===== src/rtl/block_check_seq.sv =====
// block_check_seq: buffers a text fragment and streams it through an external begin/end checker
module block_check_seq #(
  parameter int DEPTH = 16,
  parameter int AW = 4
) (
  input  logic          clk,
  input  logic          reset,
  input  logic          wr_en,
  input  logic [7:0]    wr_data,
  input  logic          clear,
  input  logic          start,
  output logic          full,
  output logic [AW:0]   count,
  output logic          ovf,
  output logic          busy,
  output logic          done,
  output logic          pass,
  output logic          chk_reset,
  output logic [7:0]    chk_in,
  input  logic          chk_result
);
  typedef enum logic [2:0] {IDLE, CLR, FEED, SETTLE, DONE} state_t;
  localparam logic [AW:0] FULL_CNT = (AW+1)'(DEPTH);
  state_t state;
  logic [7:0] mem [DEPTH];
  logic [AW-1:0] rd_ptr, wr_ptr;
  logic push;
  assign push = state == IDLE && wr_en && !clear && count != FULL_CNT;
  assign full = count == FULL_CNT || state != IDLE;
  assign busy = state == CLR || state == FEED || state == SETTLE;
  assign chk_reset = reset || state == CLR;
  // byte storage, written only on accepted host writes
  always_ff @(posedge clk)
    if (push) mem[wr_ptr] <= wr_data;
  // sequencer: host buffering in IDLE, then clear / feed / settle / report
  always_ff @(posedge clk) begin
    if (reset) begin
      state <= IDLE;
      rd_ptr <= '0;
      wr_ptr <= '0;
      count <= '0;
      ovf <= 1'b0;
      pass <= 1'b0;
      done <= 1'b0;
      chk_in <= 8'h00;
    end else begin
      case (state)
        IDLE: begin
          if (clear) begin
            rd_ptr <= '0;
            wr_ptr <= '0;
            count <= '0;
            ovf <= 1'b0;
          end else begin
            if (push) begin
              wr_ptr <= wr_ptr + 1'b1;
              count <= count + 1'b1;
            end else if (wr_en) ovf <= 1'b1;
            if (start) begin
              state <= CLR;
              chk_in <= 8'h00;
            end
          end
        end
        CLR: begin
          ovf <= 1'b0;
          state <= count != '0 ? FEED : SETTLE;
          chk_in <= count != '0 ? mem[rd_ptr] : 8'h00;
        end
        FEED: begin
          rd_ptr <= rd_ptr + 1'b1;
          count <= count - 1'b1;
          state <= count == 1 ? SETTLE : FEED;
          chk_in <= count == 1 ? 8'h00 : mem[rd_ptr + 1'b1];
        end
        SETTLE: begin
          pass <= chk_result;
          done <= 1'b1;
          state <= DONE;
        end
        DONE: begin
          done <= 1'b0;
          state <= IDLE;
        end
        default: state <= IDLE;
      endcase
    end
  end
endmodule


===== config.mk =====
export PLATFORM = sky130hd
export DESIGN_NAME = block_check_seq
export DESIGN_NICKNAME = d
export VERILOG_FILES = /design/src/rtl/block_check_seq.sv
export SDC_FILE = /design/constraint.sdc
export NUM_CORES = 1
export LEC_CHECK = 0
export CORE_MARGIN = 5
export CORE_UTILIZATION = 50
export DETAILED_ROUTE_END_ITERATION = 10
export GPL_TIMING_DRIVEN = 0
export PLACE_DENSITY = 0.76
export SLEW_MARGIN = 20
export SYNTH_ARGS = -nofsm -noshare
export SYNTH_HDL_FRONTEND = slang
export SYNTH_SLANG_ARGS = --single-unit

===== constraint.sdc =====
create_clock -name clk -period 2.1 [get_ports clk]
set_clock_uncertainty 0.1 [all_clocks]
set_input_delay 0.315 -clock clk [delete_from_list [all_inputs] [get_ports clk]]
set_output_delay 0.315 -clock clk [all_outputs]
set_load 0.02 [all_outputs]

* Word-level counts from Yosys, hierarchy flattened *
Memory sizes are Yosys's and may differ from the RTL's. A register that Yosys moved wholly into a read port is not among the register bits.
Index checks and enable logic that the tools add are counted.
Widths: inputs -> output; s select.

operators by class
  add/sub/neg operators = 4
  eq/ne operators = 13
  muxes and demuxes = 26
  reductions and logical operators = 22

operator list
  kind                 number
  $mux 8               4
  $pmux 8 s3           1
  $mux 4               5
  $pmux 3 s4           1
  $mux 5               2
  $pmux 5 s2           1
  $ne 3x3->1 const B   3
  $add 4x1->4 const B  2
  $pmux 4 s2           1
  $reduce_and 2->1     4
  $reduce_bool 2->1    4
  $mux 1               7
  $eq 3x2->1 const B   2
  $mux 3               2
  $ne 2x2->1 const B   3
  $reduce_and 3->1     2
  $reduce_bool 3->1    2
  $add 5x1->5 const B  1
  $eq 5x1->1 const B   1
  $eq 5x5->1 const B   1
  $ne 5x5->1 const B   1
  $reduce_bool 5->1    1
  $sub 5x1->5 const B  1
  $logic_or 1x1->1     4
  6 further kinds      9

storage, ports and cells
  bits in registers = 27
  memory bits (writable) = 128
  output and inout port bits = 19
  logic and storage cells = 74
  memories kept = 1

memories
  memory  depth  bits a word  rd ports  clocked after Yosys merged registers in  write ports  RTL line  source
  mem     16     8            2         1                                        1            25        logic [7:0] mem [DEPTH];

* Depth between registers and ports, before layout *
Gate-level depths: netlist of run 1.

  depth after elaboration = 7
  depth in mapped cells = 7
  depth with buffers taken out = 6

* Worst setup path after synthesis of run 1 *
OpenSTA, ideal clock, no wires.

  path type = reg-to-reg
  start point = register count[0]
  end point = memory mem[11][0] (enable)
  setup time = 0.332 ns
  data arrival time = 1.785 ns
  required time = 1.668 ns
  setup slack = -0.116 ns
  stages on the path, launching flop included = 7
  period minus slack after synthesis = 2.216 ns
  cell sequence = dfxtp_1 inv_1 ha_1 nand4bb_1 nand4b_1 nor3_1 and2_1

between the ends
  longest elaborated chain between the ends = 4

ends and longest elaborated chain
  what                          RTL line  source
  start: declaration            13        output logic [AW:0] count,
  start signal: assignment      57        count <= count + 1'b1;
  start signal: assignment      72        count <= count - 1'b1;
  $ne 5x5->1                    28        assign push = state == IDLE && wr_en && !clear && count != FULL_CNT;
  $logic_and 1x1->1             28
  $mux 1                        34        if (push) mem[wr_ptr] <= wr_data;
  $mux 1 (not written as such)  34
  end: declaration              25

Every way passes these cells.

==> results.txt, run 1 <==
----------------------------------------------------
[Die]
  Die extent in y ... 134.2 microns
  Number of top-level pins ... 33
  Area of the die ... between 15000 and 20000 sq um
  Cell row count ... between 40 and 50
  Area of the core ... 15150 sq um
  Initial Util ... 0.5094
  Die W ... between 100 and 150 microns

[Place]
  Post-placement cell count ... just under 700
  Worst setup timing slack at the placement stage ... -665.2 ps
  Total of buffers placed on input and output ports ... 32
  Global placement routability congestion ... 0.8989
  Detailed Place HPWL ... between 10000 and 15000 microns

[Logic synthesis]
  Number of distinct standard cells referenced by the synthesized netlist ... 54
  Syn Nets ... a little under 500
  Sequential area share after synthesis ... 0.5787
  Mean post-synth cell area ... 16.38 sq um
  Area of the mapped netlist ... a little under 8000 sq um
  Number of instances in the synthesized netlist ... 471
  Library cell occupying the most area in the post-synthesis netlist ... edfxtp_1
  Most frequent cells after synthesis ... edfxtp_1, mux4_2, dfxtp_1, mux2_2, nand3_1
  Cell with the most instances after synthesis ... edfxtp_1
  EDFF count, synth ... 128
  Number of storage elements in the synthesis netlist ... 159
  Async S/R FF share, synth ... 0
  Proportion of netlist area held by the largest area contributor ... 0.4982
  Most instantiated flip-flop cell in the synthesis netlist ... edfxtp_1
  Leading post-synthesis cells by cell area ... edfxtp_1, mux4_2, dfxtp_1
  Synth warn ... 0

[Layout]
  Proportion of layout cells with a drive suffix above 1 ... 0.3556
  Final nets ... 563
  Final Instance Count excl. Fillers ... 742
  Number of antenna cells inserted ... 0
  Total area of sequential cells ... 4478 sq um
  Area used by multi-input combinational logic ... 3227 sq um
  Fillcell total ... between 1000 and 1500
  Growth of design area from synthesis to finish ... 20.69%

[Global routing]
  Wire length of the first global-routing pass ... between 30000 and 40000 microns
  Largest net degree at the start of global routing ... 17
  Total gr overflow ... 0
  GRT Overall Usage ... 0.2325
  Number of global-route vias before repair ... between 5000 and 6000
  Number of antenna violations at the first check in global routing ... 0

[Min path]
  Hold Crit Depth ... 3
  Min-delay src ... reset
  Hold/Removal Path Class ... in -> reg

[STA]
  Hold violation total from the final report ... 0
  Slew of the pin with the lowest slew margin ... between 500 and 600 ps
  Slew HR ... 0.6028
  Accumulated negative setup slack ... 0 ps
  Post-layout min period ... roughly 2000 ps
  Number of failing setup endpoints in the final timing report ... 0
  Fin. max-slew vios ... 0
  Hold WS ... about 290 ps
  F_max ... 485.3 MHz
  Min setup slack post-route ... about 40 ps
  Share of the clock period used by the worst path after layout ... 0.9812
  Setup repair after global routing missed its margin ... no

[Routing]
  Starting DRT DRC Count ... approximately 570
  First-pass iteration count of the detailed router ... 5
  Remaining antenna violation count after routing ... 0
  Total DRC errors in the routed layout ... 0
  Routed vias ... ~5000
  Routed wirelength normalized by instance count ... 27.65 microns
  Drt total wl ... approximately 20000 microns
  Via density per instance ... between 6 and 7

[Power]
  Lkg Pwr ... 3.021 nW
  Cell Pwr Density ... 1049 nW/um^2
  Highest ir drop seen on vdd ... ~800 uV
  Tot Pwr ... between 9 and 10 mW

[Worst setup path]
  Biggest fanout along the worst timing path ... 10
  Critical Path RT ... about 2300 ps
  Startpoint type of the worst setup path ... flop
  Worst setup EP type ... flop
  CP arrival ... 2270 ps
  Type of the worst setup path ... reg -> reg
  Length in cells of the worst reg-to-reg path ... 5
  Flop2flop setup slack ... roughly 40 ps

[Clock network]
  Clock tree from TritonCTS ... built
  CTS Sinks ... ~160
  Quantity of hold-fixing buffers added after cts ... 0
  CTS clk-pin slew, worst paths ... ~70 ps
  CTS Buf Count ... 17
  Clk buf depth ... 2
  H-tree levels ... 4
  Buffer type at the clock tree root ... clkbuf_16
  Clock latency on the worst-skew pair ... about 440 ps

[Job]
  Max-cap viol count ... 0

[Status]
  Outcome ... finished, final reports clean

----------------------------------------------------
-- placed cells by master, fill, tap and decap left out, types with 11 or more instances in the layout --
master,count
mux2_2,24
mux4_2,45
mux4_1,16
clkdlybuf4s50_1,28
inv_1,11
and2_4,16
dfxtp_1,24
buf_4,20
a21oi_1,11
edfxtp_1,128
nand3_1,18
o21ai_0,12
nor2_1,16
clkbuf_16,17
-- worst max-delay path: stages (launching register included) --
cell     delay, ps
dfxtp_1        520
buf_2          370
mux4_1         340
mux2_2         290
a32oi_1        200
nand4_1        110
-- cell type report --
| type | instances | share of cell area |
|---|---|---|
| plain buffers | 30 | 0.03010 |
| clock buffers | 19 | 0.04649 |
| clock inverters | 13 | 0.01371 |
| inverters | 11 | 0.004434 |
| multi-input cells | 270 | 0.3465 |
| flip-flops and latches | 159 | 0.4809 |
| well taps | 188 | 0.02526 |
| repair buffers | 52 | 0.05254 |
-- registers in the layout (all words and copies together), names as in the netlist, named ones only --
register  flops
count         5
pass          1
chk_in        8
mem         128
state         3
rd_ptr        4
done          1
wr_ptr        4
ovf           1
-- final timing paths --
path,endpoint
worst min register to register,count[0]
worst min-delay path,count[4]
worst max-delay path,chk_in[6]
worst max register to register,chk_in[6]
-- per-layer routing --
| layer | up-vias | global-route usage | routed length [microns] |
|---|---|---|---|
| li1 | 2088 | - | - |
| met2 | 307 | 0.3841 | 10350 |
| met3 | 49 | 0.08102 | 2143 |
| met5 | - | 0 | 0 |
| met1 | 2538 | 0.2807 | 7454 |
| met4 | 0 | 0.09389 | 566 |
-- metrics by stage --
step,instance area (sq um),utilization
finish,9311,0.6148
global placement,8293,0.5475
global route,9311,0.6148
floorplan,7737,-
CTS,9092,0.6003
detailed placement,8305,0.5484
-- what timing repair did --
item                       in CTS  in global routing
resized for setup              53                 32
setup endpoints to repair     141                143
buffers inserted                6                 13
pin swaps                       4                  6
-- cell families (layout without fill, tap and decap cells) --
group	Yosys count	in the layout	synth area share
AOI/OAI and AO/OA	55	55	0.04898
xor gates and xnor gates	4	4	0.004542
adders and majority gates	8	8	0.01297
buffers and inverters	42	125	0.03146
DFF	159	159	0.5787
muxes	92	92	0.2358
and+or+nand+nor	111	111	0.08758
-- power breakdown --
group	switching (mW)	internal (mW)	total, mW
sequential	0.169	3.60	3.77
clock	1.30	1.65	2.95
combinational	1.52	1.52	3.05
Power figures use the tool's default switching activity.
==> run 2: changes to the inputs <==
--- a/config.mk
+++ b/config.mk
@@ -6,10 +6,10 @@
 export NUM_CORES = 1
 export LEC_CHECK = 0
 export CORE_MARGIN = 5
-export CORE_UTILIZATION = 50
+export CORE_UTILIZATION = 23
 export DETAILED_ROUTE_END_ITERATION = 10
 export GPL_TIMING_DRIVEN = 0
-export PLACE_DENSITY = 0.76
+export PLACE_DENSITY = 0.45
 export SLEW_MARGIN = 20
 export SYNTH_ARGS = -nofsm -noshare
 export SYNTH_HDL_FRONTEND = slang
==> run 2 against run 1 <==
  * Clock power down 3%
  * Register-to-register slack better by 40 ps
  * Non-clock buffer count fell by 7
  * Sequential share of layout area decreased by 1.2 points
  * Global-route usage is 10 points lower
  * Setup slack better by 17 ps
  * Combinational power down 2%
  * Sequential power about the same
  * Critical endpoint is now chk_reset
  * Largest power group unchanged
==> results.txt, run 2 (same netlist as run 1, synthesis figures left out) <==
----------------------------------------------------
[Worst setup path]
  Sequence of cells on the critical path ... clkbuf_4 > nor2_1 > nand2_1 > nand2_1 > clkdlybuf4s15_2
  CP arrival ... 1630 ps (-640 ps)
  Crit path max-delay family ... buffers and inverters
  Longest individual stage delay on the worst path ... 470 ps (-50 ps)
  Worst setup EP type ... primary output
  Flop2flop setup slack ... 80 ps (+40 ps)
  Number of buffer and inverter stages on the critical path ... 2 (+1)
  Most common cell on crit path ... nand2_1
  Length in cells of the worst reg-to-reg path ... 5 (unchanged)
  Type of the worst setup path ... reg -> out
  CP max stage cell ... dfxtp_1
  Biggest fanout along the worst timing path ... 10 (unchanged)
  Worst R2R End ... chk_in[0]
  Critical Path RT ... 1680 ps (-630 ps)
  Startpoint type of the worst setup path ... flop

[Die]
  Cell row count ... 67 (+49%)
  Initial Util ... 0.2312 (-0.2781)
  Die W ... 193.1 microns (+44%)
  Die extent in y ... 193.1 microns (+44%)
  Area of the die ... 37310 sq um (+110%)
  Number of top-level pins ... 33 (unchanged)
  Area of the core ... 33360 sq um (+120%)

[Job]
  Max-cap viol count ... 0 (unchanged)

[Power]
  Sequential cell fraction of total power ... 0.392 (+0.006)
  Highest ir drop seen on vdd ... 566.2 uV (-29%)
  Sw frac ... 0.3070 (+0.0007384)
  Lkg Pwr ... 2.991 nW (-1.0%)
  Total internal power ... 6.657 mW (-1.7%)
  Clock network fraction of total power ... 0.298 (-0.004)
  Power share of the combinational group ... 0.310 (-0.002)
  Power dissipated by switching net loads ... 2.949 mW (-1.4%)
  Cell Pwr Density ... 1005 nW/um^2 (-4.1%)

[Clock network]
  Clock tree from TritonCTS ... built
  CTS clk-pin slew, worst paths ... 70 ps (about the same)
  Quantity of hold-fixing buffers added after cts ... 0 (unchanged)
  H-tree levels ... 4 (unchanged)
  Clock latency on the worst-skew pair ... 440 ps (about the same)
  Clk buf depth ... 2 (unchanged)
  CTS Buf Count ... 17 (unchanged)
  CTS Sinks ... 159 (unchanged)
  Buffer type at the clock tree root ... clkbuf_16

[Routing]
  First-pass iteration count of the detailed router ... 5 (unchanged)
  Starting DRT DRC Count ... 337 (-40%)
  Drt total wl ... 23550 microns (+15%)
  Remaining antenna violation count after routing ... 0 (unchanged)
  Total DRC errors in the routed layout ... 0 (unchanged)
  Via density per instance ... 4.805 (-28%)
  Routed wirelength normalized by instance count ... 23.67 microns (-14%)
  Routed vias ... 4781 (-4.0%)

[Layout]
  Growth of design area from synthesis to finish ... 23.86%
  Top register by number of flip-flops ... mem
  Fillcell total ... 3373 (+230%)
  Number of antenna cells inserted ... 0 (unchanged)
  Final Instance Count excl. Fillers ... 995 (+34%)
  Area used by multi-input combinational logic ... 3221 sq um (-0.19%)
  Proportion of layout cells with a drive suffix above 1 ... 0.3492 (-0.006418)
  Total area of sequential cells ... 4477 sq um (about the same)
  Share of the core filled with cells in the final layout ... 0.2864 (-0.3284)
  Final nets ... 556 (-1.2%)
  Leading cell type in the layout, fill and taps excluded ... edfxtp_1
  Most used cells in the layout excluding fill and tap cells ... edfxtp_1, mux4_2, clkdlybuf4s50_1
  Top Registers ... mem: 128 flops, chk_in: 8 flops, count: 5 flops
  Final instance area ... 9555 sq um (+2.6%)
  Max FFs per register ... 128 (unchanged)

[Min path]
  Hold/Removal Path Class ... reg -> reg
  Min-delay src ... done
  Hold EP ... done
  Hold Crit Depth ... 2 (-1)

[Place]
  Worst setup timing slack at the placement stage ... -832.1 ps (-166.9 ps)
  Post-placement cell count ... 951 (+37%)
  DP Area ... 8647 sq um (+4.1%)
  Detailed Place HPWL ... 14990 microns (+18%)
  Total of buffers placed on input and output ports ... 32 (unchanged)
  Global placement routability congestion ... 0.7983 (-11%)

[Global routing]
  Total gr overflow ... 0 (unchanged)
  Wire length of the first global-routing pass ... 33690 microns (+11%)
  GRT Overall Usage ... 0.1275 (-0.1050)
  Number of global-route vias before repair ... 4974 (-1.7%)
  Number of antenna violations at the first check in global routing ... 0 (unchanged)
  Largest net degree at the start of global routing ... 17 (unchanged)

[STA]
  F_max ... 489.3 MHz (+0.83%)
  Hold WS ... 393.6 ps (+100.6 ps)
  Min setup slack post-route ... 56.47 ps (+16.94 ps)
  Number of failing setup endpoints in the final timing report ... 0 (unchanged)
  Setup repair after global routing missed its margin ... yes
  Post-layout min period ... 2044 ps (-16.94 ps)
  Fin. max-slew vios ... 0 (unchanged)
  Slew HR ... 0.4814 (-0.1214)
  Slew of the pin with the lowest slew margin ... 777.9 ps (+182.7 ps)
  Hold violation total from the final report ... 0 (unchanged)
  Share of the clock period used by the worst path after layout ... 0.9731 (-0.008067)

[Status]
  Outcome ... finished, final reports clean

----------------------------------------------------
[run 2: cell types whose count changed in the layout (fill, tap and decap cells not counted), sizes merged, moves of 2 or more]
cell / previous run / this run
clkbuf: 33 / 35
buf: 36 / 31
clkinvlp: 5 / 0
clkinv: 1 / 4
[run 2: worst max path at each step]
stage | start | to | slack, ps | cells after the start
after floorplan | rd_ptr[1] | chk_in[3] | 10 | 7
after global placement | clear | chk_in[1] | -1130 | 5
after detailed placement | reset | chk_reset | -830 | 6
after CTS | rd_ptr[0] | chk_in[3] | -40 | 6
after global routing | count[0] | mem[8][7] | -7 | 7
final | state[2] | chk_reset | 60 | 5
[run 2: power groups by stage]
| stage | Sequential [mW] | Combinational [mW] | Clock (mW) |
|---|---|---|---|
| 6_report | 3.77 | 2.98 | 2.86 |
| 5_1_grt | 3.79 | 3.17 | 3.04 |
| 4_1_cts | 3.77 | 2.83 | 2.90 |
| 2_1_floorplan | 3.88 | 1.65 | 0 |
| 3_3_place_gp | 3.82 | 2.66 | 0 |
| 3_5_place_dp | 3.83 | 2.69 | 0 |
[run 2: worst reg2reg max path, cell delays in order (launching register included)]
cell and delay (ps):
dfxtp_1 500, buf_2 400, mux4_1 360, mux2_2 280, a32oi_1 160, nand4_1 100
[run 2: per-stage QoR]
step / power, mW / setup TNS, ps
2_1_floorplan: 5.533 / 0
3_3_place_gp: 6.486 / -66350
3_5_place_dp: 6.521 / -61820
4_1_cts: 9.500 / -122.3
5_1_grt: 9.991 / -14.66
6_report: 9.606 / 0
[run 2: area by class of cell]
class | instances | area share
Clock inverter | 9 | 0.006154
Clock buffer | 23 | 0.05002
Sequential cell | 159 | 0.4685
Timing Repair Buffer | 46 | 0.04426
Multi-Input combinational cell | 270 | 0.3370
Tap cell | 448 | 0.05866
Buffer | 29 | 0.03103
Inverter | 11 | 0.004321
[run 2: metal layers]
| metal | share of wire | up-vias | track usage |
|---|---|---|---|
| met5 | 0 | - | 0 |
| met4 | 0.028 | 0 | 0.04956 |
| met3 | 0.038 | 38 | 0.01819 |
| met2 | 0.50 | 164 | 0.2152 |
| met1 | 0.43 | 2506 | 0.1666 |
| li1 | - | 2073 | - |
[run 2: what timing repair did]
item,CTS,global route
pin swaps,6,3
gates resized for setup,63,30
setup endpoints to repair,143,147
endpoints found under the hold margin,0,0
cloned,0,0
setup buffers,6,8
